## src/rtl/keypad_scanner.sv

```systemverilog
// 4x4 matrix keypad scanner: synchronizes columns, scans rows on a divided tick,
// debounces press and release. Define KEYPAD_MULTI_KEY_REJECT_EN to ignore multi-key samples.
module keypad_scanner #(
   parameter int SCAN_DIV  = 50000,
   parameter int DEB_TICKS = 20
) (
   input  logic       clk,
   input  logic       rst_n,
   input  logic [3:0] col,
   output logic [3:0] row,
   output logic [3:0] key_code,
   output logic       key_valid,
   output logic       key_held,
   output logic       start,
   output logic       clear
);

   localparam int TW = (SCAN_DIV > 1) ? $clog2(SCAN_DIV) : 1;
   localparam int DW = $clog2(DEB_TICKS + 1);
   localparam logic [TW-1:0] TICK_LAST = TW'(SCAN_DIV - 1);
   localparam logic [DW-1:0] DEB_LAST  = DW'(DEB_TICKS - 1);

   localparam logic [2:0] S_IDLE     = 3'd0;
   localparam logic [2:0] S_SCAN     = 3'd1;
   localparam logic [2:0] S_DEBOUNCE = 3'd2;
   localparam logic [2:0] S_PRESSED  = 3'd3;
   localparam logic [2:0] S_RELEASE  = 3'd4;

   localparam logic [3:0] CODE_STAR = 4'hE;
   localparam logic [3:0] CODE_HASH = 4'hF;

   logic [2:0]    state;
   logic [1:0]    idx;
   logic [1:0]    lcol;
   logic [DW-1:0] deb;
   logic [TW-1:0] tick_cnt;
   logic          tick;
   logic [3:0]    col_meta;
   logic [3:0]    col_sync;
   logic          any_low;
   logic          lcol_high;
   logic          reject;
   logic [3:0]    hit_code;

   function automatic logic [1:0] low_col(input logic [3:0] c);
      logic [1:0] r;
      r = 2'd0;
      if (!c[0])      r = 2'd0;
      else if (!c[1]) r = 2'd1;
      else if (!c[2]) r = 2'd2;
      else if (!c[3]) r = 2'd3;
      return r;
   endfunction

   function automatic logic [3:0] map_key(input logic [1:0] r, input logic [1:0] c);
      logic [3:0] k;
      case ({r, c})
         4'b00_00: k = 4'h1;
         4'b00_01: k = 4'h2;
         4'b00_10: k = 4'h3;
         4'b00_11: k = 4'hA;
         4'b01_00: k = 4'h4;
         4'b01_01: k = 4'h5;
         4'b01_10: k = 4'h6;
         4'b01_11: k = 4'hB;
         4'b10_00: k = 4'h7;
         4'b10_01: k = 4'h8;
         4'b10_10: k = 4'h9;
         4'b10_11: k = 4'hC;
         4'b11_00: k = CODE_STAR;
         4'b11_01: k = 4'h0;
         4'b11_10: k = CODE_HASH;
         default:  k = 4'hD;
      endcase
      return k;
   endfunction

   // Columns are asynchronous to clk; all decisions use col_sync only.
   always_ff @(posedge clk) begin
      if (rst_n) begin
         col_meta <= '1;
         col_sync <= '1;
      end else begin
         col_meta <= col;
         col_sync <= col_meta;
      end
   end

   always_ff @(posedge clk) begin
      if (rst_n)     tick_cnt <= '0;
      else if (tick) tick_cnt <= '0;
      else           tick_cnt <= tick_cnt + 1'b1;
   end

   assign tick      = (tick_cnt == TICK_LAST);
   assign any_low   = ~&col_sync;
   assign lcol_high = col_sync[lcol];
   assign hit_code  = map_key(idx, lcol);

`ifdef KEYPAD_MULTI_KEY_REJECT_EN
   always_comb begin
      int unsigned zeros;
      zeros = 0;
      for (int unsigned i = 0; i < 4; i++)
         if (!col_sync[i]) zeros = zeros + 1;
      reject = (zeros >= 2);
   end
`else
   assign reject = 1'b0;
`endif

   always_comb begin
      row = '0;
      if (state != S_IDLE) row = ~(4'b0001 << idx);
   end

   // idx doubles as the scan pointer and, once a hit is latched, the driven row.
   always_ff @(posedge clk) begin
      if (rst_n) begin
         state     <= S_IDLE;
         idx       <= '0;
         lcol      <= '0;
         deb       <= '0;
         key_code  <= '0;
         key_valid <= 1'b0;
         key_held  <= 1'b0;
         start     <= 1'b0;
         clear     <= 1'b0;
      end else begin
         key_valid <= 1'b0;
         start     <= 1'b0;
         clear     <= 1'b0;
         if (tick) begin
            case (state)
               S_IDLE: begin
                  if (any_low) begin
                     state <= S_SCAN;
                     idx   <= '0;
                  end
               end
               S_SCAN: begin
                  if (reject) begin
                     state <= S_IDLE;
                  end else if (any_low) begin
                     lcol  <= low_col(col_sync);
                     deb   <= '0;
                     state <= S_DEBOUNCE;
                  end else if (idx == 2'd3) begin
                     state <= S_IDLE;
                  end else begin
                     idx <= idx + 1'b1;
                  end
               end
               S_DEBOUNCE: begin
                  if (reject || lcol_high) begin
                     state <= S_IDLE;
                  end else if (deb == DEB_LAST) begin
                     deb       <= deb + 1'b1;
                     state     <= S_PRESSED;
                     key_code  <= hit_code;
                     key_valid <= 1'b1;
                     key_held  <= 1'b1;
                     start     <= (hit_code == CODE_HASH);
                     clear     <= (hit_code == CODE_STAR);
                  end else begin
                     deb <= deb + 1'b1;
                  end
               end
               S_PRESSED: begin
                  if (lcol_high) begin
                     deb   <= '0;
                     state <= S_RELEASE;
                  end
               end
               S_RELEASE: begin
                  if (!lcol_high) begin
                     state <= S_PRESSED;
                  end else if (deb == DEB_LAST) begin
                     deb      <= deb + 1'b1;
                     state    <= S_IDLE;
                     key_held <= 1'b0;
                  end else begin
                     deb <= deb + 1'b1;
                  end
               end
               default: state <= S_IDLE;
            endcase
         end
      end
   end

endmodule

```

## config.mk

```make
export PLATFORM = sky130hd
export DESIGN_NAME = keypad_scanner
export DESIGN_NICKNAME = d
export VERILOG_FILES = /design/src/rtl/keypad_scanner.sv
export SDC_FILE = /design/constraint.sdc
export NUM_CORES = 1
export LEC_CHECK = 0
export BUFFER_PORTS_ARGS = -buffer_cell sky130_fd_sc_hd__buf_2
export CELL_PAD_IN_SITES_DETAIL_PLACEMENT = 1
export CELL_PAD_IN_SITES_GLOBAL_PLACEMENT = 1
export CORE_ASPECT_RATIO = 2
export CORE_MARGIN = 5
export CORE_UTILIZATION = 35
export DETAILED_ROUTE_END_ITERATION = 10
export GPL_ROUTABILITY_DRIVEN = 0
export PLACE_DENSITY_LB_ADDON = 0.1
export SLEW_MARGIN = 20
export SYNTH_ARGS = -nofsm -noshare
export SYNTH_HDL_FRONTEND = slang
export SYNTH_SLANG_ARGS = --single-unit
```

## constraint.sdc

```tcl
create_clock -name clk -period 3 [get_ports clk]
set_clock_uncertainty 0.1 [all_clocks]
set_input_delay 0.6 -clock clk [delete_from_list [all_inputs] [get_ports clk]]
set_output_delay 0.6 -clock clk [all_outputs]
set_load 0.02 [all_outputs]
```

==> results_tabular.tex, run 1 <==
\begin{tabular}{lr}
\hline
Metric & Value \\
\hline
\multicolumn{2}{l}{\textbf{Critical path}} \\
\quad Logic depth of the worst register-to-register path & 5 \\
\quad Library cell contributing the largest single delay on the critical path & mux4\_2 \\
\quad Count of buffering cells on the critical path with inverters included & 0 \\
\quad Crit path capture type & register \\
\quad Worst setup SP type & register \\
\quad Critical path class & reg2reg \\
\quad Largest driver fanout on the critical path & 11 \\
\quad Category of cells accounting for the largest share of critical-path delay & simple AND/OR/NAND/NOR gates \\
\quad CP arrival & 2580 ps \\
\quad Biggest cell delay along the critical path & 670 ps \\
\quad Depth of the critical timing path with buffers and inverters included & 5 \\
\quad Data required time of the worst path & 3090 ps \\
\quad Worst path cell trace & mux4\_2, or4b\_2, nand4\_1, a21oi\_1, a21o\_1 \\
\multicolumn{2}{l}{\textbf{Finish}} \\
\quad Total non-filler cell area in the finished layout & 2550 um\^{}2 \\
\quad Ratio of cells with drive above 1 in the final layout & 17.3\% \\
\quad Nets@finish & 281 \\
\quad Most used cells in the layout excluding fill and tap cells & dfxtp\_1, nor2\_1, buf\_2 \\
\quad Count of inserted antenna diode cells & 0 \\
\quad Layout overhead on the synthesized area & 15.0\% \\
\quad Most frequent standard cell in the layout excluding fill and tap cells & dfxtp\_1 \\
\quad Post-layout instance count excluding filler cells & 352 \\
\multicolumn{2}{l}{\textbf{Placement}} \\
\quad Post-placement worst setup slack & 520 ps \\
\quad Inst Count DP & 344 \\
\quad IO buf count & 17 \\
\quad Total cell area at the placement stage & 2370 um\^{}2 \\
\quad Estimated wirelength of the detail-placed design & 4050 um \\
\multicolumn{2}{l}{\textbf{Logic synthesis}} \\
\quad Async set-reset flop share out of synthesis & 0\% \\
\quad Syn Area/Cell & 8.84 um\^{}2 \\
\quad Most instantiated flip-flop cell in the synthesis netlist & dfxtp\_1 \\
\quad Count of synthesis-stage warnings from yosys & 0 \\
\quad Area of the mapped netlist & 2220 um\^{}2 \\
\quad Share of the yosys chip area belonging to registers & 39.7\% \\
\quad Post-synthesis cell type count & 45 \\
\quad EDFF count, synth & 0 \\
\quad Register bit total from synthesis & 44 \\
\quad Post-synthesis net count & 267 \\
\quad Number of cells produced by synthesis & 251 \\
\multicolumn{2}{l}{\textbf{Timing}} \\
\quad Final setup fails & 0 \\
\quad Final number of hold-violating endpoints & 0 \\
\quad Fin crit share & 82.9\% \\
\quad Slew Limit Headroom & 61.3\% \\
\quad Final Max Tran Viols & 0 \\
\quad RSZ-0062 raised after global routing & false \\
\quad Achievable clock frequency & 402 MHz \\
\quad Clock period minus final worst setup slack & 2490 ps \\
\quad Post-route setup slack & 514 ps \\
\quad Setup TNS & 0 ps \\
\quad Worst slew pin tran & 576 ps \\
\multicolumn{2}{l}{\textbf{Floorplan}} \\
\quad Die X & 66.3 um \\
\quad Initial core utilization & 35.4\% \\
\quad Total die area & 8130 um\^{}2 \\
\quad Num rows & 41 \\
\quad Num ports & 18 \\
\quad Die height & 123 um \\
\quad Core area & 6260 um\^{}2 \\
\multicolumn{2}{l}{\textbf{Power}} \\
\quad Worst IR drop on VDD & 0.000340 V \\
\quad Static Leakage & 1.05 nW \\
\quad Post-route total power & 1.30 mW \\
\quad Power per standard cell area & 509 nW/um\^{}2 \\
\multicolumn{2}{l}{\textbf{GRT}} \\
\quad Number of global-route vias before repair & 1875 \\
\quad Global-route wire length before repair & 9020 um \\
\quad Maximum number of pins on one net before global-route repair & 27 \\
\quad Total global-route track usage & 14.8\% \\
\quad Initial antenna violation count & 0 \\
\quad Total overflow reported by the global router & 0 \\
\multicolumn{2}{l}{\textbf{Run}} \\
\quad Count of max-cap constraint violations & 0 \\
\multicolumn{2}{l}{\textbf{Clocking}} \\
\quad Number of sinks on the clock net & 44 \\
\quad Clock buffer count from CTS & 5 \\
\quad CTS resizes & 0 \\
\quad Clock buffer depth & 2 \\
\quad Clock tree from TritonCTS & built \\
\quad Clk pin slew, worst setup/hold paths & 70 ps \\
\quad Clock root cell & clkbuf\_16 \\
\quad Post-CTS Hold Buffers & 0 \\
\quad Post-CTS Setup Repair Bufs & 0 \\
\quad \# H-tree levels & 2 \\
\quad Worst skew pair latency & 290 ps \\
\multicolumn{2}{l}{\textbf{Routing}} \\
\quad Routed length per instance & 15.2 um \\
\quad Remaining design rule violation count & 0 \\
\quad Remaining number of nets flagged by the antenna check after routing & 0 \\
\quad Via count & 1801 \\
\quad Count of TritonRoute iterations in the first routing pass & 4 \\
\quad Iteration-0 DRC count of the detailed router & 55 \\
\quad Ratio of routed vias to standard cells & 5.12 \\
\quad Total wirelength of the detailed-routed design & 5350 um \\
\multicolumn{2}{l}{\textbf{Worst hold path}} \\
\quad Hold WC Path Type & reg2reg \\
\quad Hold Path Cell Cnt & 1 \\
\multicolumn{2}{l}{\textbf{Outcome}} \\
\quad Result of the run & finished clean \\
\hline
\end{tabular}
==> cell families after synthesis <==
| logic type | Yosys count | share of synthesized area, % |
|---|---|---|
| AOI/OAI and AO/OA | 31 | 9.31 |
| xor gates and xnor gates | 12 | 4.74 |
| adders and majority gates | 10 | 5.64 |
| buffers and inverters | 19 | 3.38 |
| DFF | 44 | 39.7 |
| muxes | 16 | 7.95 |
| and+or+nand+nor | 119 | 29.3 |
==> area by class of cell <==
type                       instances  area, um^2
clock buffer                       6         139
clock inverter                     2        38.8
fill                             751        3710
inverter                           8        30.0
multi-input combinational        188        1260
sequential                        44         881
tap                               86         108
timing repair buffer              18        92.6
==> sequential cells by signal (all words and copies together) (netlist names) <==
signal / count
col_sync: 4
key_held: 1
lcol: 2
state: 3
key_code: 4
start: 1
idx: 2
clear: 1
deb: 5
tick_cnt: 16
col_meta: 4
key_valid: 1
==> Yosys cell counts, drive strengths merged (8+ instances only) <==
master  count  share of area, %
nand2      17               3.0
inv         8               1.4
dfxtp      44                40
nand4       9               2.5
a21oi       8               1.8
or2        11               3.1
mux2i      12               5.4
clkbuf     10               1.7
nand3      13               2.9
ha         10               5.6
nor2       34               5.8
==> final timing paths <==
kind,start,to,slack [ps]
max,lcol[0]$_SDFFE_PP0P_,deb[4]$_SDFFE_PP0P_,510
min,col_meta[1]$_SDFF_PP1_,col_sync[1]$_SDFF_PP1_,310
max reg2reg,lcol[0]$_SDFFE_PP0P_,deb[4]$_SDFFE_PP0P_,510
min reg2reg,col_meta[1]$_SDFF_PP1_,col_sync[1]$_SDFF_PP1_,310
==> per-layer routing <==
| metal | up-vias | track usage, % | wire length (um) |
|---|---|---|---|
| li1 | 900 | - | - |
| met1 | 873 | 13.7 | 1920 |
| met2 | 19 | 29.1 | 3160 |
| met3 | 9 | 2.56 | 114 |
| met4 | 0 | 8.02 | 150 |
| met5 | - | 0 | 0 |
==> power breakdown <==
| part | internal, mW | total (mW) | switching [mW] |
|---|---|---|---|
| Combinational | 0.0158 | 0.0370 | 0.0211 |
| Clock | 0.417 | 0.663 | 0.246 |
| Sequential | 0.592 | 0.597 | 0.00489 |
==> per-stage QoR <==
stage	hold slack, ps	util, %
detailed placement	300	37.9
global placement	293	37.9
finish	306	40.8
floorplan	289	-
global route	317	40.8
CTS	311	40.8
No activity file was read; power rests on OpenSTA's default activity.
==> run 2, diff against run 1 <==
--- a/config.mk
+++ b/config.mk
@@ -5,6 +5,7 @@
 export SDC_FILE = /design/constraint.sdc
 export NUM_CORES = 1
 export LEC_CHECK = 0
+export ABC_AREA = 1
 export BUFFER_PORTS_ARGS = -buffer_cell sky130_fd_sc_hd__buf_2
 export CELL_PAD_IN_SITES_DETAIL_PLACEMENT = 1
 export CELL_PAD_IN_SITES_GLOBAL_PLACEMENT = 1
==> constraint.sdc (replaced) <==
create_clock -name clk -period 2.2 [get_ports clk]
set_clock_uncertainty 0.1 [all_clocks]
set_input_delay 0.44 -clock clk [delete_from_list [all_inputs] [get_ports clk]]
set_output_delay 0.44 -clock clk [all_outputs]
set_load 0.02 [all_outputs]
==> run 2 against run 1 <==
Synthesized cell count up 38%. Wire length up 15%. Worst setup slack worse by 310 ps. Combinational power up 59%. Die area up 7.1%. Core utilization up 0.46 points. Sequential power up 36%. Flip-flop and latch count unchanged. Non-clock buffer count up 2. Hold slack worse by 80 ps. Final cell count up 30%. Largest cell class unchanged. Largest power group is now sequential cells.
==> results_tabular.tex, run 2 <==
\begin{tabular}{lr}
\hline
Metric & Value \\
\hline
\multicolumn{2}{l}{\textbf{Timing}} \\
\quad Achievable clock frequency & 502 MHz \\
\quad Clock period minus final worst setup slack & 1990 ps \\
\quad Setup TNS & 0 ps \\
\quad Final Max Tran Viols & 0 \\
\quad Worst slew pin tran & 373 ps \\
\quad Worst Hold Slack & 226 ps \\
\quad Slew Limit Headroom & 75.0\% \\
\quad RSZ-0062 raised after global routing & false \\
\quad Final setup fails & 0 \\
\quad Final number of hold-violating endpoints & 0 \\
\quad Fin crit share & 90.6\% \\
\multicolumn{2}{l}{\textbf{Clocking}} \\
\quad Clock tree from TritonCTS & built \\
\quad Clk pin slew, worst setup/hold paths & 70 ps \\
\quad Clock buffer count from CTS & 5 \\
\quad Clock root cell & clkbuf\_16 \\
\quad CTS resizes & 0 \\
\quad Worst skew pair latency & 290 ps \\
\quad Clock buffer depth & 2 \\
\quad Number of sinks on the clock net & 44 \\
\quad Post-CTS Setup Repair Bufs & 0 \\
\quad Post-CTS Hold Buffers & 0 \\
\quad \# H-tree levels & 2 \\
\multicolumn{2}{l}{\textbf{Logic synthesis}} \\
\quad Mux contribution to synthesized area & 0\% \\
\quad EDFF count, synth & 0 \\
\quad Register bit total from synthesis & 44 \\
\quad Largest family of logic cells by synthesized area & simple AND/OR/NAND/NOR gates \\
\quad Top cells by count, synth & nand2\_1, nor2\_1, dfxtp\_1, inv\_1, a21oi\_1 \\
\quad Share of synthesized cell area in and, or, nand and nor gates & 38.9\% \\
\quad Xor/xnor share of the synthesized area & 1.83\% \\
\quad Count of synthesis-stage warnings from yosys & 0 \\
\quad Most instantiated flip-flop cell in the synthesis netlist & dfxtp\_1 \\
\quad Async set-reset flop share out of synthesis & 0\% \\
\quad Cell type with the highest aggregate area in the netlist & dfxtp\_1 \\
\quad Post-synthesis net count & 362 \\
\quad Number of cells produced by synthesis & 346 \\
\quad Post-synthesis cell type count & 33 \\
\quad Syn Area/Cell & 6.92 um\^{}2 \\
\quad Leading cell type by number of instances after synthesis & nand2\_1 \\
\quad Area share of fa/ha/maj cells after synthesis & 5.22\% \\
\quad Share of the synthesized area in the top cell type & 36.8\% \\
\quad Fraction of the mapped netlist area in compound gates & 9.66\% \\
\quad Leading post-synthesis cells by cell area & dfxtp\_1, nand2\_1, nor2\_1, inv\_1, ha\_1 \\
\quad Area of the mapped netlist & 2400 um\^{}2 \\
\quad Share of the yosys chip area belonging to registers & 36.8\% \\
\multicolumn{2}{l}{\textbf{Power}} \\
\quad Net Switching & 372 uW \\
\quad Share of power burned in combinational logic & 3.5\% \\
\quad Net Sw Frac & 22.5\% \\
\quad Internal portion of total power & 1.28 mW \\
\quad Fraction of power consumed by sequential logic & 49.2\% \\
\quad Power per standard cell area & 602 nW/um\^{}2 \\
\quad Worst IR drop on VDD & 0.000414 V \\
\quad Post-route total power & 1.66 mW \\
\quad Clock network fraction of total power & 47.2\% \\
\quad Static Leakage & 1.25 nW \\
\multicolumn{2}{l}{\textbf{Run}} \\
\quad Count of max-cap constraint violations & 0 \\
\multicolumn{2}{l}{\textbf{Critical path}} \\
\quad Worst setup SP type & register \\
\quad Data required time of the worst path & 1660 ps \\
\quad Largest driver fanout on the critical path & 9 \\
\quad CP arrival & 1450 ps \\
\quad Biggest cell delay along the critical path & 500 ps \\
\quad Worst path cell trace & inv\_1, ha\_1, nor2\_1, buf\_2 \\
\quad Crit path capture type & output pin \\
\quad Critical path class & reg2out \\
\quad Library cell contributing the largest single delay on the critical path & dfxtp\_1 \\
\multicolumn{2}{l}{\textbf{Floorplan}} \\
\quad Num rows & 42 \\
\quad Die X & 68.5 um \\
\quad Total die area & 8700 um\^{}2 \\
\quad Num ports & 18 \\
\quad Core area & 6670 um\^{}2 \\
\quad Initial core utilization & 35.9\% \\
\quad Die height & 127 um \\
\multicolumn{2}{l}{\textbf{Finish}} \\
\quad Most used cells in the layout excluding fill and tap cells & nand2\_1, nor2\_1, dfxtp\_1 \\
\quad Ratio of cells with drive above 1 in the final layout & 19.4\% \\
\quad Nets@finish & 386 \\
\quad Register name with the most flops & tick\_cnt \\
\quad Most frequent standard cell in the layout excluding fill and tap cells & nand2\_1 \\
\quad \# fillers & 895 \\
\quad Largest register FFs & 16 \\
\quad Regs by FF count & tick\_cnt (16), deb (5) \\
\quad Layout overhead on the synthesized area & 14.8\% \\
\quad Post-route core utilization & 41.2\% \\
\quad Count of inserted antenna diode cells & 0 \\
\quad Total non-filler cell area in the finished layout & 2750 um\^{}2 \\
\multicolumn{2}{l}{\textbf{Routing}} \\
\quad Ratio of routed vias to standard cells & 4.85 \\
\quad Iteration-0 DRC count of the detailed router & 52 \\
\quad Remaining design rule violation count & 0 \\
\quad Via count & 2225 \\
\quad Total wirelength of the detailed-routed design & 6160 um \\
\quad Remaining number of nets flagged by the antenna check after routing & 0 \\
\quad Count of TritonRoute iterations in the first routing pass & 4 \\
\quad Routed length per instance & 13.4 um \\
\multicolumn{2}{l}{\textbf{Placement}} \\
\quad Total cell area at the placement stage & 2600 um\^{}2 \\
\quad IO buf count & 17 \\
\quad Estimated wirelength of the detail-placed design & 4950 um \\
\multicolumn{2}{l}{\textbf{GRT}} \\
\quad Maximum number of pins on one net before global-route repair & 17 \\
\quad Total global-route track usage & 16.0\% \\
\quad Number of global-route vias before repair & 2296 \\
\quad Global-route wire length before repair & 10500 um \\
\quad Initial antenna violation count & 0 \\
\quad Total overflow reported by the global router & 0 \\
\multicolumn{2}{l}{\textbf{Outcome}} \\
\quad Result of the run & finished clean \\
\multicolumn{2}{l}{\textbf{Worst hold path}} \\
\quad Hold WC Path Type & in2reg \\
\hline
\end{tabular}
run 2: changes by cell type after synthesis, moves of 8 or more:
cell,before,now
nand2_1,16,71
inv_1,8,37
nor2_1,34,57
a21oi_1,8,21
mux2i_1,12,0
clkbuf_1,10,0
o21ai_0,7,17
nand2_2,1,9
run 2: layout make-up:
type,count,area [um^2],share of cell area [%]
Sequential cell,44,881,32.0
Timing Repair Buffer,20,108,3.91
Tap cell,88,110,4.00
Clock buffer,6,139,5.05
Inverter,44,166,6.05
Multi-Input combinational cell,255,1330,48.4
Clock inverter,2,15.0,0.546
run 2: kinds of logic after synthesis:
| group | Yosys count |
|---|---|
| compound gates | 44 |
| xor+xnor | 5 |
| fa+ha+maj | 10 |
| buf+inv | 47 |
| flops | 44 |
| simple gates | 196 |
run 2: metrics by stage:
step                      instances  setup WS, ps
final                           459           206
after global routing            459          80.8
after CTS                       459           175
after detailed placement        451           381
after global placement          451           413
after floorplan                 346           614
run 2: worst paths after layout:
path	start	endpoint	slack, ps	cells after the start
max	idx[0]$_SDFFE_PP0P_	row[2]	210	4
min	col[3]	col_meta[3]$_SDFF_PP1_	230	2
max reg2reg	lcol[0]$_SDFFE_PP0P_	start$_SDFF_PP0_	410	7
min reg2reg	col_meta[0]$_SDFF_PP1_	col_sync[0]$_SDFF_PP1_	310	1
run 2: worst max-delay path: cells and delay by family (launching register included):
kind	cells	cell delay [ps]
fa+ha+maj	1	230
buf+inv	2	340
flops	1	500
simple gates	1	90
run 2: power groups by stage:
stage	clock (mW)	sequential, mW	combinational, mW
3_3_place_gp	0	0.832	0.0584
3_5_place_dp	0	0.833	0.0604
4_1_cts	0.809	0.814	0.0608
2_1_floorplan	0	0.831	0.0403
6_report	0.782	0.814	0.0587
5_1_grt	0.836	0.815	0.0680
run 2: routing by layer:
layer / routed length (um) / global-route usage (%) / part of all wire (%)
met1: 2110 / 14.9 / 34
met2: 3790 / 31.7 / 61
met3: 145 / 2.46 / 2.4
met4: 110 / 6.33 / 1.8
met5: 0 / 0 / 0
